==> src/rtl/mem_stage_ctrl_pkg.sv <==
// lc3b_types: shared LC-3b word/register types and the memory-stage state encoding
package lc3b_types;
  typedef logic [15:0] lc3b_word;
  typedef logic [2:0]  lc3b_reg;
  typedef logic [2:0]  lc3b_nzp;
  typedef enum logic [1:0] {IDLE, IND, ACC, HOLD} lc3b_mem_state;
  localparam logic [1:0] BE_NONE = 2'b00;
  localparam logic [1:0] BE_LO   = 2'b01;
  localparam logic [1:0] BE_HI   = 2'b10;
  localparam logic [1:0] BE_WORD = 2'b11;
endpackage

==> src/rtl/mem_stage_ctrl_byte_align.sv <==
// mem_byte_align: byte-lane select with sign extension, store-data replication and lane enables
module mem_byte_align
  import lc3b_types::*;
#(
  parameter int WORD_W = 16
) (
  input  logic              ea_lsb_i,
  input  logic              is_byte_i,
  input  logic [WORD_W-1:0] store_data_i,
  input  logic [WORD_W-1:0] rdata_i,
  output logic [WORD_W-1:0] load_o,
  output logic [WORD_W-1:0] wdata_o,
  output logic [1:0]        be_o
);
  logic [7:0] lane;
  assign lane    = ea_lsb_i ? rdata_i[15:8] : rdata_i[7:0];
  assign load_o  = is_byte_i ? {{(WORD_W-8){lane[7]}}, lane} : rdata_i;
  assign wdata_o = is_byte_i ? {store_data_i[7:0], store_data_i[7:0]} : store_data_i;
  assign be_o    = is_byte_i ? (ea_lsb_i ? BE_HI : BE_LO) : BE_WORD;
endmodule

==> src/rtl/mem_stage_ctrl.sv <==
// mem_stage_ctrl: LC-3b memory stage sequencing direct and indirect data-memory accesses
module mem_stage_ctrl
  import lc3b_types::*;
#(
  parameter int WORD_W = 16,
  parameter bit IND_EN = 1'b1
) (
  input  logic              clk,
  input  logic              reset,
  input  logic              valid_in,
  input  logic              mem_read_in,
  input  logic              mem_write_in,
  input  logic              is_byte_in,
  input  logic              is_indirect_in,
  input  logic [WORD_W-1:0] addr_in,
  input  logic [WORD_W-1:0] store_data_in,
  input  logic [WORD_W-1:0] dmem_rdata,
  input  logic              dmem_resp,
  output logic [WORD_W-1:0] dmem_address,
  output logic              dmem_read,
  output logic              dmem_write,
  output logic [1:0]        dmem_byte_enable,
  output logic [WORD_W-1:0] dmem_wdata,
  output logic [WORD_W-1:0] load_data_out,
  output logic              stall_out,
  output logic              done_out
);
  lc3b_mem_state     state_q, state_d;
  logic [WORD_W-1:0] ptr_q, ptr_d, load_q, load_d, ea, al_load, al_wdata;
  logic [1:0]        al_be;
  logic              req, ind, wr;
  assign req = valid_in & (mem_read_in | mem_write_in);
  assign ind = IND_EN & is_indirect_in;
  assign wr  = mem_write_in & ~mem_read_in;
  assign ea  = ind ? ptr_q : addr_in;
  assign load_data_out = load_q;
  mem_byte_align #(.WORD_W(WORD_W)) u_align (
    .ea_lsb_i     (ea[0]),
    .is_byte_i    (is_byte_in),
    .store_data_i (store_data_in),
    .rdata_i      (dmem_rdata),
    .load_o       (al_load),
    .wdata_o      (al_wdata),
    .be_o         (al_be)
  );
  // state, fetched pointer and loaded value registers
  always_ff @(posedge clk or posedge reset) begin
    if (reset) begin
      state_q <= IDLE;
      ptr_q   <= '0;
      load_q  <= '0;
    end else begin
      state_q <= state_d;
      ptr_q   <= ptr_d;
      load_q  <= load_d;
    end
  end
  // next state and memory strobes; stall is forced low while reset is held
  always_comb begin
    state_d          = state_q;
    ptr_d            = ptr_q;
    load_d           = load_q;
    dmem_address     = '0;
    dmem_read        = 1'b0;
    dmem_write       = 1'b0;
    dmem_byte_enable = BE_NONE;
    dmem_wdata       = '0;
    stall_out        = 1'b0;
    done_out         = 1'b0;
    case (state_q)
      IDLE: begin
        stall_out = !reset && req;
        state_d   = req ? (ind ? IND : ACC) : IDLE;
      end
      IND: begin
        stall_out    = !reset;
        dmem_read    = 1'b1;
        dmem_address = {addr_in[WORD_W-1:1], 1'b0};
        ptr_d        = dmem_resp ? dmem_rdata : ptr_q;
        state_d      = dmem_resp ? ACC : IND;
      end
      ACC: begin
        stall_out        = !reset;
        dmem_address     = is_byte_in ? ea : {ea[WORD_W-1:1], 1'b0};
        dmem_read        = mem_read_in;
        dmem_write       = wr;
        dmem_byte_enable = wr ? al_be : BE_NONE;
        dmem_wdata       = wr ? al_wdata : '0;
        load_d           = (dmem_resp && mem_read_in) ? al_load : load_q;
        state_d          = dmem_resp ? HOLD : ACC;
      end
      default: begin
        done_out = 1'b1;
        state_d  = IDLE;
      end
    endcase
  end
endmodule

==> config.mk <==
export PLATFORM = sky130hd
export DESIGN_NAME = mem_stage_ctrl
export DESIGN_NICKNAME = d
export VERILOG_FILES = /design/src/rtl/mem_stage_ctrl_pkg.sv /design/src/rtl/mem_stage_ctrl_byte_align.sv /design/src/rtl/mem_stage_ctrl.sv
export SDC_FILE = /design/constraint.sdc
export NUM_CORES = 1
export LEC_CHECK = 0
export ABC_AREA = 1
export CAP_MARGIN = 20
export CELL_PAD_IN_SITES_DETAIL_PLACEMENT = 2
export CELL_PAD_IN_SITES_GLOBAL_PLACEMENT = 2
export CORE_MARGIN = 4
export CORE_UTILIZATION = 22
export CTS_BUF_LIST = sky130_fd_sc_hd__clkbuf_4
export CTS_CLUSTER_DIAMETER = 100
export DETAILED_ROUTE_END_ITERATION = 10
export GPL_TIMING_DRIVEN = 0
export PLACE_DENSITY_LB_ADDON = 0.1
export SLEW_MARGIN = 10
export SYNTH_ARGS = -nofsm -noshare
export SYNTH_HDL_FRONTEND = slang
export SYNTH_SLANG_ARGS = --single-unit
==> constraint.sdc <==
create_clock -name clk -period 4.3 [get_ports clk]
set_input_delay 0.86 -clock clk [delete_from_list [all_inputs] [get_ports clk]]
set_output_delay 0.86 -clock clk [all_outputs]
set_load 0.02 [all_outputs]
==> key figures, run 1 <==
Clock network
  – CTS root buffer: clkbuf_4
  – Total CTS buffers: 5
  – CTS resizes: 0
  – Clk buf depth: 2
  – CTS sink count: 34
  – Setup Fix Bufs, Post-CTS: 0
  – Clock slew at reported path FFs: 0.11 ns
  – H-tree levels: 2
  – Cts hold-fix bufs: 0
  – Clock Latency Late Sink: 0.35 ns
  – CTS tree: done

Global route
  – Largest net degree at the start of global routing: 35
  – Met3 usage: 2.769%
  – Global Route Usage Sum: 15.23%
  – Initial antenna violation count: 0
  – Vias in the first global route: 2,592
  – Gr ovfl total: 0
  – Met2 usage: 26.08%
  – First-pass GRT wire length: 13,860 um
  – Grt met1 use: 20.14%
  – GR peak layer: met2

Pwr
  – Leakage: 1.689 nW
  – Power density cells: 541.7 mW/mm^2
  – Logic pwr share: 59.8%
  – Net Switching: 0.8452 mW
  – Clock Power Share: 9.9%
  – Sw Ratio: 45.28%
  – Int Pwr: 1.021 mW
  – Sequential power share: 30.3%
  – Peak supply drop: 0.1893 mV

Timing
  – Setup TNS: 0 ns
  – Worst-Margin Slew: 0.7479 ns
  – Slew Limit Fails: 0
  – Fin. Hold Viols: 0
  – F_max: 0.2754 GHz
  – Worst setup margin: 0.6685 ns
  – Tmin final: 3.631 ns
  – Final Cycle Share: 84.45%
  – Final setup viols: 0
  – Worst rel slew slack: 50.07%
  – RSZ-0062 raised after global routing: false
  – Final Skew: 0.01436 ns

Synthesis
  – Mapped Area: 0.002140 sq mm
  – Yosys top cell area share: 39.77%
  – Synth cell types: 25
  – Asr flop ratio synth: 100.0%
  – Most frequent cells after synthesis: nand2_1, inv_1, nor2_1
  – Ys Warns: 0
  – Ys flop type: dfrtp_1
  – Synth Instances: 308
  – Mean Syn Cell Area: 6.947 sq um
  – Most common cell in the netlist: nand2_1
  – Sequential cell area fraction in the yosys report: 39.77%
  – Synth area leaders: dfrtp_1, nand2_1, inv_1, nor2_1, a22oi_1
  – Flops & latches, synth: 34
  – Syn_nets: 369
  – EDFF count, synth: 0
  – Largest area contributor in the netlist: dfrtp_1

Critical path
  – Data arrival, critical path: 2.77 ns
  – WP data required: 3.44 ns
  – Crit. Startpoint: is_byte_in
  – Crit. End Element: output port
  – Critical path class: in -> out
  – Setup crit start kind: input port
  – R2R Path Start: state_q[0]$_DFF_PP0_
  – Crit-path max FO: 10

Final layout
  – Share of post-route cells with drive strength above 1: 7.765%
  – N_diodes: 0
  – Fin nets: 485
  – Synthesis-to-layout area growth: 61.05%

Floorplan
  – Die area: 0.01137 sq mm
  – Die width: 106.6 um
  – Starting Density: 22.83%
  – IO Pins: 110
  – FP Rows: 35
  – Core Area: 0.009371 sq mm
  – Die height: 106.6 um

Placed design
  – Placer Congestion: 0.7484
  – Dpl ws: 0.6409 ns
  – Input/output buffers: 109
  – Detailed placer's ending HPWL: 6878 um

Min path
  – Class of the worst hold path: reg -> reg
  – HP Start: load_data_out[4]$_DFFE_PP0P_

Run
  – Max Cap Viol: 0

Route
  – Drt pass-1 iters: 4
  – Antenna-violating nets left: 0
  – DRC: 0
  – Via density: 4.280
  – First-iteration detailed-routing DRC count: 78
  – Post-Route WL: 8355 um
  – Wire length per cell: 15.08 um
  – Total number of vias: 2,371

Status
  – Status: complete, no violations
## per-stage QoR
step | instances | cell area, sq um | utilization [%] | power [mW] | hold slack, ns
after CTS | 554 | 3446 | 36.77 | 1.903 | 0.5085
final | 554 | 3446 | 36.77 | 1.867 | 0.5004
after floorplan | 308 | 2140 | - | 1.185 | 0.4492
after global placement | 546 | 3392 | 36.19 | 1.679 | 0.4688
after detailed placement | 546 | 3392 | 36.19 | 1.712 | 0.4798
after global routing | 554 | 3446 | 36.77 | 2.044 | 0.5225
## kinds of logic (layout without fill, tap and decap cells)
| group | Yosys count | after routing | share of synthesized area, % |
|---|---|---|---|
| AO/OA/AOI/OAI | 42 | 42 | 11.81 |
| adder cells (fa/ha/maj) | 5 | 5 | 2.924 |
| buffers and inverters | 64 | 181 | 12.28 |
| flip-flops | 34 | 34 | 39.77 |
| AND/OR/NAND/NOR | 163 | 163 | 33.22 |
## cell usage in the layout (no fill, tap or decap), drive strengths merged
master and instances:
nand2 87, or2 7, inv 51, a21oi 3
nor2 42, clkinvlp 1, nand4 1, dfrtp 34
nor3 3, nand3 23, ha 5, buf 7
a31oi 1, clkinv 3, o21ai 23, a22oi 15
clkdlybuf4s50 109, clkbuf 10
## per-layer routing
layer	up-vias	part of all wire (%)	wire, um
li1	1183	-	-
met1	1130	46	3816
met2	51	49	4108
met3	7	4.2	347
met4	0	0.98	82
met5	-	0	0
## worst paths after layout
kind	cells after the start	end	slack [ns]
setup / recovery	8	dmem_wdata[13]	0.67
hold / removal	2	load_data_out[4]$_DFFE_PP0P_	0.50
setup reg to reg	10	load_data_out[13]$_DFFE_PP0P_	2.57
hold reg to reg	2	load_data_out[4]$_DFFE_PP0P_	0.50
max in group asynchronous	2	load_data_out[8]$_DFFE_PP0P_	2.82
min in group asynchronous	2	ptr_q[3]$_DFFE_PP0P_	0.99
## power groups by stage
stage / logic (mW) / registers, mW / clock network [mW]
floorplan: 0.550 / 0.634 / 0
global placement: 1.11 / 0.571 / 0
detailed placement: 1.14 / 0.575 / 0
CTS: 1.14 / 0.569 / 0.190
global route: 1.24 / 0.594 / 0.207
finish: 1.12 / 0.566 / 0.184
## critical path, cell delays in order
cell             delay [ns]
clkdlybuf4s50_1        0.42
inv_1                  0.20
clkbuf_1               0.37
nand2_1                0.10
o21ai_0                0.09
nand2_1                0.09
inv_1                  0.06
clkdlybuf4s50_1        0.59
## cell type report
cell class / instances / area (sq um)
multi-input combinational: 210 / 1026
clock inverter: 3 / 16.27
clock buffer: 5 / 37.54
tap: 129 / 161.4
fill: 1129 / 5926
sequential: 34 / 850.8
buffer: 12 / 67.56
timing repair buffer: 109 / 1091
inverter: 52 / 195.2
## flip-flops by register name (all words and copies together), names as in the netlist
| register | flops |
|---|---|
| load_data_out | 16 |
| ptr_q | 16 |
| state_q | 2 |
(Power assumes the default switching activity.)
==> run 2, diff against run 1 <==
CORE_UTILIZATION = 19   (was 22)
clock period = 3.26 ns   (was 4.3 ns; I/O delays follow)
==> key figures, run 2 (synthesized netlist as in run 1, its figures left out) <==
Critical path
  – Worst R2R Setup Slack: 1.53 ns (was 2.57 ns)
  – Most used cell, CP: inv_1
  – Largest stage delay, worst path: 0.61 ns (was 0.59 ns)
  – Worst r2r dst: load_data_out[13]$_DFFE_PP0P_ (unchanged)
  – Data arrival, critical path: 2.46 ns (was 2.77 ns)
  – WP data required: 2.61 ns (was 3.44 ns)
  – Setup crit start kind: register (was input port)
  – Slowest-stage cell, CP: clkdlybuf4s50_1 (unchanged)
  – Critical path class: reg -> out (was in -> out)
  – Crit-path max FO: 10 (unchanged)
  – Worst r2r path cells: 10 (unchanged)
  – Crit-path cells: inv_1, ha_1, inv_1, o21ai_4, buf_4, a22oi_1, nor2_1, clkdlybuf4s50_1 (was clkdlybuf4s50_1, inv_1, clkbuf_1, nand2_1, o21ai_0, nand2_1, inv_1, clkdlybuf4s50_1)
  – R2R Path Start: state_q[0]$_DFF_PP0_ (unchanged)
  – Crit. End Element: output port (unchanged)

Route
  – First-iteration detailed-routing DRC count: 75 (was 78)
  – DRC: 0 (unchanged)
  – Total number of vias: 2,403 (was 2,371)
  – Antenna-violating nets left: 0 (unchanged)
  – Wire length per cell: 14.83 um (was 15.08 um)
  – Via density: 4.261 (was 4.280)
  – Drt pass-1 iters: 4 (unchanged)
  – Post-Route WL: 8363 um (was 8355 um)

Timing
  – Worst setup margin: 0.1467 ns (was 0.6685 ns)
  – Worst-Margin Slew: 0.7849 ns (was 0.7479 ns)
  – Tmin final: 3.113 ns
  – Slew Limit Fails: 0 (unchanged)
  – Worst rel slew slack: 47.59% (was 50.07%)
  – Final Cycle Share: 95.50%
  – Final setup viols: 0 (unchanged)
  – RSZ-0062 raised after global routing: false (unchanged)
  – Final Skew: 0.01021 ns (was 0.01436 ns)
  – Fin. Hold Viols: 0 (unchanged)
  – F_max: 0.3212 GHz
  – Setup TNS: 0 ns (unchanged)

Final layout
  – Commonest cells after routing, fill and taps aside: clkdlybuf4s50_1, nand2_1, inv_1, nor2_1, dfrtp_1 (unchanged)
  – Share of post-route cells with drive strength above 1: 8.019% (was 7.765%)
  – Filler Cells Inserted: 1,327 (was 1,129)
  – Commonest non-fill, non-tap cell in the layout: clkdlybuf4s50_1 (unchanged)
  – Fin nets: 484 (was 485)
  – Synthesis-to-layout area growth: 62.40% (was 61.05%)
  – N_diodes: 0 (unchanged)

Pwr
  – Peak supply drop: 0.2801 mV (was 0.1893 mV)
  – Power density cells: 706.8 mW/mm^2 (was 541.7 mW/mm^2)
  – Logic pwr share: 59.8% (about the same)
  – Clock Power Share: 9.8% (was 9.9%)
  – Sequential power share: 30.4% (was 30.3%)
  – Net Switching: 1.103 mW (was 0.8452 mW)
  – Int Pwr: 1.352 mW (was 1.021 mW)
  – Leakage: 1.736 nW (was 1.689 nW)
  – Sw Ratio: 44.92% (was 45.28%)

Placed design
  – Input/output buffers: 109 (unchanged)
  – Dpl ws: 0.02683 ns (was 0.6409 ns)
  – Placer Congestion: 0.6961 (was 0.7484)
  – Detailed placer's ending HPWL: 6905 um (was 6878 um)

Floorplan
  – FP Rows: 38 (was 35)
  – Core Area: 0.01094 sq mm (was 0.009371 sq mm)
  – Starting Density: 19.57% (was 22.83%)
  – Die height: 114.1 um (was 106.6 um)
  – Die area: 0.01302 sq mm (was 0.01137 sq mm)
  – Die width: 114.1 um (was 106.6 um)
  – IO Pins: 110 (unchanged)

Global route
  – Gr ovfl total: 0 (unchanged)
  – Vias in the first global route: 2,570 (was 2,592)
  – First-pass GRT wire length: 13,470 um (was 13,860 um)
  – Largest net degree at the start of global routing: 35 (unchanged)
  – Global Route Usage Sum: 13.14% (was 15.23%)
  – Initial antenna violation count: 0 (unchanged)

Clock network
  – CTS root buffer: clkbuf_4 (unchanged)
  – Setup Fix Bufs, Post-CTS: 0 (unchanged)
  – Cts hold-fix bufs: 0 (unchanged)
  – CTS tree: done (unchanged)
  – Clk buf depth: 2 (unchanged)
  – H-tree levels: 2 (unchanged)
  – Clock slew at reported path FFs: 0.12 ns (was 0.11 ns)
  – CTS sink count: 34 (unchanged)
  – Total CTS buffers: 5 (unchanged)
  – Clock Latency Late Sink: 0.35 ns (about the same)

Min path
  – Hold depth: 2 (unchanged)
  – HP Start: load_data_out[0]$_DFFE_PP0P_ (was load_data_out[4]$_DFFE_PP0P_)
  – Hold Path Sink: load_data_out[0]$_DFFE_PP0P_ (was load_data_out[4]$_DFFE_PP0P_)
  – Class of the worst hold path: reg -> reg (unchanged)

Run
  – Max Cap Viol: 0 (unchanged)

Status
  – Status: complete, no violations (unchanged)
[run 2: timing repair]
item | CTS | global route
hold endpoints to repair | 0 | 0
setup endpoints to repair | 0 | 20
resized for setup | 0 | 8
[run 2: power groups by stage]
stage,registers [mW],logic (mW),clock network (mW)
3_3_place_gp,0.762,1.47,0
5_1_grt,0.781,1.63,0.271
4_1_cts,0.753,1.50,0.255
6_report,0.747,1.47,0.242
2_1_floorplan,0.837,0.726,0
3_5_place_dp,0.759,1.49,0
[run 2: cell type report]
cell class                      count  area [sq um]  share of cell area, %
Clock inverter                      3         16.27                 0.4681
Inverter                           52         195.2                  5.618
Tap cell                          140         175.2                  5.041
Multi-Input combinational cell    210          1033                  29.74
Sequential cell                    34         850.8                  24.49
Timing Repair Buffer              109          1099                  31.62
Buffer                             11         67.56                  1.945
Clock buffer                        5         37.54                  1.080
[run 2: worst max path at each step]
| stage | startpoint | endpoint | slack, ns | cells past startpoint |
|---|---|---|---|---|
| after floorplan | state_q[0]$_DFF_PP0_ | dmem_address[12] | 1.12 | 7 |
| after global placement | is_indirect_in | dmem_address[0] | 0.03 | 6 |
| after detailed placement | is_indirect_in | dmem_address[0] | 0.03 | 6 |
| after CTS | is_indirect_in | dmem_address[0] | 0.03 | 6 |
| after global routing | state_q[0]$_DFF_PP0_ | dmem_wdata[11] | 0.00007 | 8 |
| final | state_q[0]$_DFF_PP0_ | dmem_address[7] | 0.15 | 8 |
[run 2: metal layers]
metal / vias up / global-route usage (%) / share of wire, %
li1: 1183 / - / -
met1: 1157 / 16.88 / 45
met2: 55 / 22.83 / 49
met3: 8 / 2.748 / 4.4
met4: 0 / 2.613 / 0.93
met5: - / 0 / 0
[run 2: worst max-delay path: cells and delay by family, from the launching register on]
family / cells / cell delay, ns
AO/OA/AOI/OAI: 2 / 0.30
AND/OR/NAND/NOR: 1 / 0.10
flip-flops: 1 / 0.43
adder cells (fa/ha/maj): 1 / 0.22
buffers and inverters: 4 / 1.06
[run 2: metrics by stage]
step	util (%)	cell area (sq um)	std cells	power, mW	hold WS, ns
CTS	31.64	3460	565	2.506	0.5030
global route	31.77	3475	564	2.679	0.5308
finish	31.77	3475	564	2.456	0.4992
floorplan	-	2140	308	1.563	0.4492
global placement	31.14	3406	557	2.229	0.4682
detailed placement	31.14	3406	557	2.251	0.4730
==> run 3, diff against run 2 <==
CORE_MARGIN = 2   (was 4)
==> key figures, run 3 (synthesized netlist as in run 1, its figures left out) <==
Pwr
  – Sw Ratio: 43.52% (was 44.92%)
  – Total power: 2.526 mW (was 2.456 mW)
  – Logic pwr share: 58.4% (was 59.8%)
  – Power density cells: 717.1 mW/mm^2 (was 706.8 mW/mm^2)
  – Leakage: 1.888 nW (was 1.736 nW)
  – Sequential power share: 29.7% (was 30.4%)
  – Clock Power Share: 11.9% (was 9.8%)
  – Int Pwr: 1.427 mW (was 1.352 mW)
  – Peak supply drop: 0.2719 mV (was 0.2801 mV)
  – Net Switching: 1.099 mW (was 1.103 mW)

Floorplan
  – Die height: 110.1 um (was 114.1 um)
  – Die area: 0.01213 sq mm (was 0.01302 sq mm)
  – Core Area: 0.01094 sq mm (unchanged)
  – Starting Density: 19.57% (unchanged)
  – FP Rows: 38 (unchanged)
  – IO Pins: 110 (unchanged)
  – Die width: 110.1 um (was 114.1 um)

Timing
  – RSZ-0062 raised after global routing: false (unchanged)
  – Fin. Hold Viols: 0 (unchanged)
  – Final Cycle Share: 94.71% (was 95.50%)
  – Slew Limit Fails: 0 (unchanged)
  – F_max: 0.3239 GHz (was 0.3212 GHz)
  – Final Skew: 0.007453 ns (was 0.01021 ns)
  – Worst-Margin Slew: 0.7557 ns (was 0.7849 ns)
  – Final setup viols: 0 (unchanged)
  – Tmin final: 3.088 ns (was 3.113 ns)
  – Worst rel slew slack: 49.55% (was 47.59%)
  – Final hold slack: 0.4956 ns (was 0.4992 ns)
  – Worst setup margin: 0.1723 ns (was 0.1467 ns)
  – Setup TNS: 0 ns (unchanged)

Final layout
  – Area of the multi-input gates: 0.001040 sq mm (was 0.001033 sq mm)
  – Design area: 0.003522 sq mm (was 0.003475 sq mm)
  – Fin nets: 484 (unchanged)
  – Share of post-route cells with drive strength above 1: 8.038% (was 8.019%)
  – Commonest cells after routing, fill and taps aside: clkdlybuf4s50_1, nand2_1, inv_1, nor2_1, dfrtp_1 (unchanged)
  – N_diodes: 0 (unchanged)
  – Final Non-Filler Cells: 563 (was 564)
  – Filler Cells Inserted: 1,328 (was 1,327)
  – Layout Utilization: 32.21% (was 31.77%)
  – Sequential Area: 850.8 sq um (unchanged)
  – Commonest non-fill, non-tap cell in the layout: clkdlybuf4s50_1 (unchanged)
  – Synthesis-to-layout area growth: 64.62% (was 62.40%)

Global route
  – Global Route Usage Sum: 14.16% (was 13.14%)
  – First-pass GRT wire length: 13,230 um (was 13,470 um)
  – Gr ovfl total: 0 (unchanged)
  – Vias in the first global route: 2,530 (was 2,570)
  – Largest net degree at the start of global routing: 35 (unchanged)
  – Initial antenna violation count: 0 (unchanged)

Clock network
  – CTS root buffer: clkbuf_4 (unchanged)
  – Clk buf depth: 2 (unchanged)
  – Clock slew at reported path FFs: 0.11 ns (was 0.12 ns)
  – CTS tree: done (unchanged)
  – Setup Fix Bufs, Post-CTS: 0 (unchanged)
  – Total CTS buffers: 5 (unchanged)
  – H-tree levels: 2 (unchanged)
  – Clock Latency Late Sink: 0.33 ns (was 0.35 ns)
  – CTS sink count: 34 (unchanged)

Critical path
  – Largest stage delay, worst path: 0.60 ns (was 0.61 ns)
  – Crit. End Element: output port (unchanged)
  – Setup crit start kind: register (unchanged)
  – Delay-heaviest family, CP: buffers and inverters (unchanged)
  – CP bufs+invs: 4 (unchanged)
  – Data arrival, critical path: 2.44 ns (was 2.46 ns)
  – Slowest-stage cell, CP: clkdlybuf4s50_1 (unchanged)
  – Most used cell, CP: inv_1 (unchanged)
  – Crit-path max FO: 10 (unchanged)
  – Crit-path cells: inv_1, ha_1, inv_1, o21ai_4, buf_4, a22oi_1, nor2_1, clkdlybuf4s50_1 (unchanged)
  – Critical path class: reg -> out (unchanged)
  – WP data required: 2.61 ns (about the same)

Route
  – DRC: 0 (unchanged)
  – First-iteration detailed-routing DRC count: 86 (was 75)
  – Via density: 4.220 (was 4.261)
  – Drt pass-1 iters: 4 (unchanged)
  – Total number of vias: 2,376 (was 2,403)
  – Post-Route WL: 8192 um (was 8363 um)
  – Wire length per cell: 14.55 um (was 14.83 um)
  – Antenna-violating nets left: 0 (unchanged)

Placed design
  – Placer Congestion: 0.7126 (was 0.6961)
  – Detailed placer's ending HPWL: 6622 um (was 6905 um)
  – Dpl cells: 557 (unchanged)
  – Input/output buffers: 109 (unchanged)
  – Placed cell areas: 0.003406 sq mm (unchanged)
  – Dpl ws: 0.002683 ns (was 0.02683 ns)

Status
  – Status: complete, no violations (unchanged)

Min path
  – Class of the worst hold path: reg -> reg (unchanged)

Run
  – Max Cap Viol: 0 (unchanged)
run 3: worst paths after layout:
kind	cells after the start	slack (ns)	from	end
min in group asynchronous	2	0.79	reset	ptr_q[8]$_DFFE_PP0P_
max	8	0.17	state_q[0]$_DFF_PP0_	dmem_address[14]
max in group asynchronous	2	1.98	reset	load_data_out[7]$_DFFE_PP0P_
max reg2reg	10	1.50	state_q[0]$_DFF_PP0_	load_data_out[13]$_DFFE_PP0P_
min reg2reg	2	0.50	load_data_out[4]$_DFFE_PP0P_	load_data_out[4]$_DFFE_PP0P_
min	2	0.50	load_data_out[4]$_DFFE_PP0P_	load_data_out[4]$_DFFE_PP0P_
run 3: worst min-delay path: cells and delay by family (launching register included):
family | cells | cell delay [ns]
AND/OR/NAND/NOR | 2 | 0.11
flip-flops | 1 | 0.36
run 3: area by class of cell:
type / instances / share of cell area, %
multi-input cells: 210 / 29.52
clock buffers: 5 / 1.066
clock inverters: 2 / 0.9591
inverters: 52 / 5.648
well taps: 140 / 4.973
plain buffers: 11 / 1.918
flip-flops and latches: 34 / 24.16
repair buffers: 109 / 31.76
run 3: power by group through the flow:
stage                     clock (mW)  combinational (mW)  sequential [mW]
after global placement             0                1.47            0.762
after detailed placement           0                1.49            0.764
after global routing           0.335                1.65            0.786
after CTS                      0.321                1.50            0.758
after floorplan                    0               0.726            0.837
final                          0.299                1.48            0.750
run 3: repair_timing:
item / CTS / global route
setup endpoints to repair: 0 / 20
hold endpoints to repair: 0 / 0
hold buffers: 0 / 0
gates resized for setup: 0 / 18
run 3: metal layers:
layer	global-route usage [%]	up-vias	wire, um	part of all wire (%)
met1	19.10	1132	3881	47
met5	0	-	0	0
met3	2.587	4	340	4.2
met4	2.411	0	38	0.46
met2	23.93	56	3932	48
li1	-	1184	-	-
